`config.mk`:
```
export PLATFORM = sky130hd
export DESIGN_NAME = vga_timing_gen
export DESIGN_NICKNAME = d
export VERILOG_FILES = /design/src/rtl/vga_timing_pkg.sv /design/src/rtl/vga_axis_counter.sv /design/src/rtl/vga_timing_gen.sv
export SDC_FILE = /design/constraint.sdc
export NUM_CORES = 1
export LEC_CHECK = 0
export ABC_AREA = 1
export ABC_CLOCK_PERIOD_IN_PS = 1500
export CORE_UTILIZATION = 51
export DETAILED_ROUTE_END_ITERATION = 8
export PLACE_DENSITY = 0.88
export SKIP_CTS_REPAIR_TIMING = 1
export SYNTH_ARGS = -nofsm -noshare
export SYNTH_HDL_FRONTEND = slang
export SYNTH_SLANG_ARGS = --single-unit
```
`constraint.sdc`:
```
create_clock -name CLK -period 1.5 [get_ports CLK]
set_input_delay 0.225 -clock CLK [delete_from_list [all_inputs] [get_ports CLK]]
set_output_delay 0.225 -clock CLK [all_outputs]
set_load 0.01 [all_outputs]
```
`src/rtl/vga_timing_pkg.sv`:
```
// Default SVGA 800x600@60 timing, sync polarity constants and the colour-bar palette.
// Shared by the axis counters and the timing generator top.
package vga_timing_pkg;

   localparam int SVGA_H_ACTIVE = 800;
   localparam int SVGA_H_FP     = 40;
   localparam int SVGA_H_SYNC   = 128;
   localparam int SVGA_H_BP     = 88;
   localparam int SVGA_V_ACTIVE = 600;
   localparam int SVGA_V_FP     = 1;
   localparam int SVGA_V_SYNC   = 4;
   localparam int SVGA_V_BP     = 23;

   localparam logic SYNC_ACTIVE_LOW  = 1'b0;
   localparam logic SYNC_ACTIVE_HIGH = 1'b1;

   localparam int NUM_BARS = 8;

   typedef struct packed {
      logic [7:0] r;
      logic [7:0] g;
      logic [7:0] b;
   } rgb_t;

   function automatic rgb_t bar_colour(input logic [2:0] idx);
      case (idx)
         3'd0:    return '{r: 8'hFF, g: 8'hFF, b: 8'hFF};
         3'd1:    return '{r: 8'hFF, g: 8'hFF, b: 8'h00};
         3'd2:    return '{r: 8'h00, g: 8'hFF, b: 8'hFF};
         3'd3:    return '{r: 8'h00, g: 8'hFF, b: 8'h00};
         3'd4:    return '{r: 8'hFF, g: 8'h00, b: 8'hFF};
         3'd5:    return '{r: 8'hFF, g: 8'h00, b: 8'h00};
         3'd6:    return '{r: 8'h00, g: 8'h00, b: 8'hFF};
         default: return '{r: 8'h00, g: 8'h00, b: 8'h00};
      endcase
   endfunction

endpackage

```
`src/rtl/vga_axis_counter.sv`:
```
// One timing axis: wrapping position counter with sync/active region decode (combinational from count).
// Counter advances only when adv is high; decode outputs are unregistered and are registered by the top.
module vga_axis_counter
   import vga_timing_pkg::*;
#(
   parameter int SYNC   = SVGA_H_SYNC,
   parameter int BP     = SVGA_H_BP,
   parameter int ACTIVE = SVGA_H_ACTIVE,
   parameter int FP     = SVGA_H_FP
) (
   input  logic                      CLK,
   input  logic                      RST_n,
   input  logic                      adv,
   output logic                      last,
   output logic                      first,
   output logic                      in_sync,
   output logic                      in_active,
   output logic [$clog2(ACTIVE)-1:0] addr
);

   localparam int TOTAL     = SYNC + BP + ACTIVE + FP;
   localparam int CW        = $clog2(TOTAL);
   localparam int AW        = $clog2(ACTIVE);
   localparam int ACT_START = SYNC + BP;
   localparam int ACT_END   = ACT_START + ACTIVE;

   logic [CW-1:0] count;
   logic [31:0]   cnt32;

   always_ff @(posedge CLK or negedge RST_n) begin
      if (!RST_n) begin
         count <= '0;
      end else if (adv) begin
         count <= last ? '0 : count + 1'b1;
      end
   end

   // Compare in 32 bits so region bounds equal to 2**CW never truncate.
   assign cnt32     = 32'(count);
   assign last      = (cnt32 == 32'(TOTAL - 1));
   assign first     = (count == '0);
   assign in_sync   = (cnt32 < 32'(SYNC));
   assign in_active = (cnt32 >= 32'(ACT_START)) && (cnt32 < 32'(ACT_END));
   assign addr      = AW'(cnt32 - 32'(ACT_START));

endmodule

```
`src/rtl/vga_timing_gen.sv`:
```
// VGA timing generator: syncs, active-area flag/addresses and line/frame pulses, all registered (1 clock after counters).
// En_Sig low freezes counters and holds outputs (pulses drop); optional colour bars with VGA_TIMING_PATTERN_EN.
module vga_timing_gen
   import vga_timing_pkg::*;
#(
   parameter int   H_ACTIVE = SVGA_H_ACTIVE,
   parameter int   H_FP     = SVGA_H_FP,
   parameter int   H_SYNC   = SVGA_H_SYNC,
   parameter int   H_BP     = SVGA_H_BP,
   parameter int   V_ACTIVE = SVGA_V_ACTIVE,
   parameter int   V_FP     = SVGA_V_FP,
   parameter int   V_SYNC   = SVGA_V_SYNC,
   parameter int   V_BP     = SVGA_V_BP,
   parameter logic HS_POL   = SYNC_ACTIVE_LOW,
   parameter logic VS_POL   = SYNC_ACTIVE_LOW
) (
   input  logic                        CLK,
   input  logic                        RST_n,
   input  logic                        En_Sig,
   output logic                        HSYNC_Sig,
   output logic                        VSYNC_Sig,
   output logic                        Ready_Sig,
   output logic [$clog2(H_ACTIVE)-1:0] Column_Addr_Sig,
   output logic [$clog2(V_ACTIVE)-1:0] Row_Addr_Sig,
   output logic                        Line_Start_Sig,
   output logic                        Frame_Start_Sig
`ifdef VGA_TIMING_PATTERN_EN
   ,
   output logic [23:0]                 Pattern_RGB_Sig
`endif
);

   logic                        h_last, h_first, h_sync, h_act;
   logic                        v_last_unused, v_first, v_sync, v_act;
   logic [$clog2(H_ACTIVE)-1:0] h_addr;
   logic [$clog2(V_ACTIVE)-1:0] v_addr;
   logic                        ready_d;

   vga_axis_counter #(.SYNC(H_SYNC), .BP(H_BP), .ACTIVE(H_ACTIVE), .FP(H_FP)) u_h_axis (
      .CLK       (CLK),
      .RST_n     (RST_n),
      .adv       (En_Sig),
      .last      (h_last),
      .first     (h_first),
      .in_sync   (h_sync),
      .in_active (h_act),
      .addr      (h_addr)
   );

   vga_axis_counter #(.SYNC(V_SYNC), .BP(V_BP), .ACTIVE(V_ACTIVE), .FP(V_FP)) u_v_axis (
      .CLK       (CLK),
      .RST_n     (RST_n),
      .adv       (En_Sig & h_last),
      .last      (v_last_unused),
      .first     (v_first),
      .in_sync   (v_sync),
      .in_active (v_act),
      .addr      (v_addr)
   );

   assign ready_d = h_act & v_act;

   always_ff @(posedge CLK or negedge RST_n) begin
      if (!RST_n) begin
         HSYNC_Sig       <= ~HS_POL;
         VSYNC_Sig       <= ~VS_POL;
         Ready_Sig       <= 1'b0;
         Column_Addr_Sig <= '0;
         Row_Addr_Sig    <= '0;
         Line_Start_Sig  <= 1'b0;
         Frame_Start_Sig <= 1'b0;
      end else if (En_Sig) begin
         HSYNC_Sig       <= h_sync ? HS_POL : ~HS_POL;
         VSYNC_Sig       <= v_sync ? VS_POL : ~VS_POL;
         Ready_Sig       <= ready_d;
         Column_Addr_Sig <= ready_d ? h_addr : '0;
         Row_Addr_Sig    <= ready_d ? v_addr : '0;
         Line_Start_Sig  <= h_first;
         Frame_Start_Sig <= h_first & v_first;
      end else begin
         // Pulses mark a single enabled clock; everything else holds while frozen.
         Line_Start_Sig  <= 1'b0;
         Frame_Start_Sig <= 1'b0;
      end
   end

`ifdef VGA_TIMING_PATTERN_EN
   localparam int BAR_W = H_ACTIVE / NUM_BARS;

   logic [2:0] bar_idx;

   // Leftover columns when H_ACTIVE is not a multiple of 8 extend the last bar.
   always_comb begin
      bar_idx = 3'd7;
      if ((int'(h_addr) / BAR_W) < NUM_BARS) begin
         bar_idx = 3'(int'(h_addr) / BAR_W);
      end
   end

   always_ff @(posedge CLK or negedge RST_n) begin
      if (!RST_n) begin
         Pattern_RGB_Sig <= '0;
      end else if (En_Sig) begin
         Pattern_RGB_Sig <= ready_d ? bar_colour(bar_idx) : '0;
      end
   end
`else
   // Build without the colour-bar output.
`endif

endmodule

```
==> metrics.md <==
| Metric | Value |
|---|---|
| Average wire per standard cell | `around 17 um` |
| Final instance area | `0.00359 mm^2` |
| Tot GR Track Use | `a little under a quarter` |
| Filler Cells Inserted | `~310` |
| Net Count, Synth | `350` |
| Synth Area in Compound Gates | `5.43%` |
| Syn Area/Cell | `7.61 um^2` |
| RSZ-0062 raised after global routing | `yes` |
| Ranking of synthesized cells by area | `dfrtp_1 (42%), nand2_1 (16%), nand3_1 (8.3%)` |
| Placed Instances | `about 450` |
| # IOs | `28` |
| Critical path's slowest cell | `dfrtp_1` |
| Setup Skew | `about 0.0064 ns` |
| Routed Antenna Nets | `0` |
| Layout cells sized above 1 | `29.3%` |
| Maxcap violations | `0` |
| Post-route setup slack | `-0.110 ns` |
| Drt pass-1 iters | `6` |
| Dpl ws | `-0.104 ns` |
| WL final | `8060 um` |
| Final Hold Viols | `0` |
| Cell Chain, Critical Path | `ha_4 -> inv_2 -> nand2_4 -> nand2_4 -> nand2_4 -> nor2_4 -> buf_12 -> nor2_4 -> nand3_2 -> nand2_1` |
| TritonCTS buffer count | `5` |
| Iteration-0 DRC Markers | `slightly above 400` |
| Vias in the first global route | `between 2,000 and 2,500` |
| Htree depth | `2` |
| Routed vias/inst | `about 5.7` |
| Fin crit period | `~1.6 ns` |
| Max Freq | `about 620 MHz` |
| Synth Warn # | `0` |
| Leading area contributor after synthesis | `dfrtp_1` |
| Post-Syn Instances | `342` |
| FF+latch count, synth | `46` |
| Final core utilization | `between 70% and 80%` |
| Switching power | `~1400 uW` |
| Critical Path Max Stage Delay | `around 0.43 ns` |
| Fraction of registers with async set/reset | `100%` |
| Largest family of logic cells by synthesized area | `simple AND/OR/NAND/NOR gates` |
| Mapped Area | `between 0.002 and 0.003 mm^2` |
| Pint | `2140 uW` |
| Gate power share | `between 30 and 40%` |
| CP Max Fanout | `5` |
| Number of I/O port buffers | `27` |
| Share of the synthesized area in the top cell type | `42.3%` |
| CTS tree | `built` |
| Peak supply drop | `between 400 and 500 uV` |
| Most common cell after layout, fill and taps aside | `nand2_1` |
| Violated checks | `negative setup slack` |
| Gr ovfl total | `0` |
| Least-Margin Pin Slew | `around 0.43 ns` |
| Die Wd | `~73 um` |
| Synth Area in Adders | `2.40%` |
| Root Driver | `clkbuf_8` |
| Hold WC Path Type | `primary input to asynchronous set/reset pin` |
| Clock power share | `20.8%` |
| Clock Path Buffers | `2` |
| Sequential fraction of design power | `~43%` |
| Crit Path Class | `flop to flop` |
| Register area share after synthesis | `roughly 44%` |
| Run status | `complete, but fails checks` |
| Cell Count, Final, Fillers Out | `around 480` |
| Num rows | `25` |
| Core Box Area | `0.00482 mm^2` |
| Clock slew at reported path FFs | `about 0.080 ns` |
| Worst Path Required | `about 1.7 ns` |
| Post-synthesis mux area share | `0%` |
| Die Height | `73.4 um` |
| Finish-stage setup viols | `21` |
| DIE AREA | `between 0.005 and 0.006 mm^2` |
| DPL Wire Length | `around 4400 um` |
| Synth Flop Type | `dfrtp_1` |
| Routed vias | `about 2,700` |
| PwrDens | `just under 1000 mW/mm^2` |
| Final Cycle Share | `107%` |
| Drt drc | `0` |
| Synth unique cells | `29` |
| Placer Congestion | `roughly 0.96` |
| Worst Path Arrival | `1.79 ns` |
| Initial antenna violation count | `0` |
| Global-route wire length before repair | `9670 um` |
| Pins over their slew limit | `0` |
| Placement Cell Area | `about 0.0031 mm^2` |
| CP startpoint kind | `flop` |
| # diodes | `0` |
| Most frequent CP cell | `nand2_4` |
| Area share of xor/xnor cells in the synthesized design | `approximately 3.7%` |
| Initial Utilization | `54.0%` |
| P_leak | `0.00176 uW` |
| Normalized max-slew margin | `roughly 71%` |
| Simple-gate share of the synthesized area | `a little over a third` |
| Worst-Skew Late Latency | `approximately 0.30 ns` |
| Most frequent cells in the layout | `nand2_1 (101), dfrtp_1 (39), inv_1 (33), buf_4 (33), nand3_1 (25)` |
| Switching Share | `approximately two fifths` |
| Crit path capture type | `flop` |
| Fin Setup TNS | `-1.35 ns` |
| P&R area growth vs syn | `37.9%` |
| Largest net degree at the start of global routing | `24` |
| Clock sink count | `46` |
| Nets@finish | `~420` |
| EDFF count, synth | `0` |
## cell families after synthesis
family                   count (synthesis)
AO/OA/AOI/OAI                           27
XOR/XNOR                                11
adder cells (fa/ha/maj)                  5
buffers and inverters                   50
flip-flops                              46
AND/OR/NAND/NOR                        203
## registers in the layout, summed over array words and instances, names as in the netlist
signal	flops
Ready_Sig	1
VSYNC_Sig	1
HSYNC_Sig	1
u_h_axis.count	11
Line_Start_Sig	1
Frame_Start_Sig	1
Row_Addr_Sig	10
u_v_axis.count	10
Column_Addr_Sig	10
## metrics by stage
stage / hold slack, ns / total power (uW)
2_1_floorplan: -0.0706 / 2140
5_1_grt: 0.461 / 3640
3_5_place_dp: 0.230 / 2480
6_report: 0.438 / 3490
4_1_cts: -0.0929 / 3200
3_3_place_gp: 0.225 / 2440
## power groups by stage
stage | Clock, uW | Sequential, uW | Combinational (uW)
final | 728 | 1490 | 1280
after global placement | 0 | 1480 | 964
after CTS | 732 | 1460 | 1000
after global routing | 773 | 1500 | 1360
after detailed placement | 0 | 1490 | 990
after floorplan | 0 | 1470 | 677
## metal layers
layer,global-route usage [%],share of wire [%],vias to the layer above
li1,-,-,1213
met1,33.7,40,1262
met2,35.3,47,215
met3,3.98,8.8,49
met4,9.40,4.2,0
met5,0,0,-
## worst max-delay path: cells and delay by family (launching register included)
kind | cells | cell delay (ns)
and+or+nand+nor | 7 | 0.62
buffers and inverters | 2 | 0.22
adders and majority gates | 1 | 0.21
DFF | 1 | 0.43
## Yosys cell counts (2+ instances only)
cell and number:
nand4_1 5, nor2_4 3, o21ai_0 15, a21oi_1 8, nor3_1 4, inv_1 35
nor2_1 23, inv_2 3, xnor2_1 2, dfrtp_1 44, nand2_2 6, buf_2 3
nor2_2 7, buf_6 6, nand3_1 43, ha_1 5, nand2_1 108, clkbuf_1 2
dfstp_2 2, xor2_1 9
## worst paths after layout
path | end | from | slack [ns] | cells after the start
hold reg to reg | Row_Addr_Sig[9] | Row_Addr_Sig[9] | 0.48 | 2
max in group asynchronous | VSYNC_Sig | RST_n | 0.77 | 3
setup / recovery | Column_Addr_Sig[2] | u_v_axis.count[1] | -0.11 | 10
setup reg to reg | Column_Addr_Sig[2] | u_v_axis.count[1] | -0.11 | 10
min in group CLK | Row_Addr_Sig[9] | Row_Addr_Sig[9] | 0.48 | 2
hold / removal | u_v_axis.count[7] | RST_n | 0.44 | 3
## final cells by class
| type | instances | area (um^2) | area share [%] |
|---|---|---|---|
| multi-input combinational | 249 | 1440 | 40.2 |
| sequential | 46 | 1160 | 32.3 |
| timing repair buffer | 69 | 672 | 18.7 |
| inverter | 39 | 151 | 4.22 |
| tap | 67 | 83.8 | 2.34 |
| clock buffer | 5 | 68.8 | 1.92 |
| clock inverter | 2 | 10.0 | 0.279 |
Power figures use the tool's default switching activity.
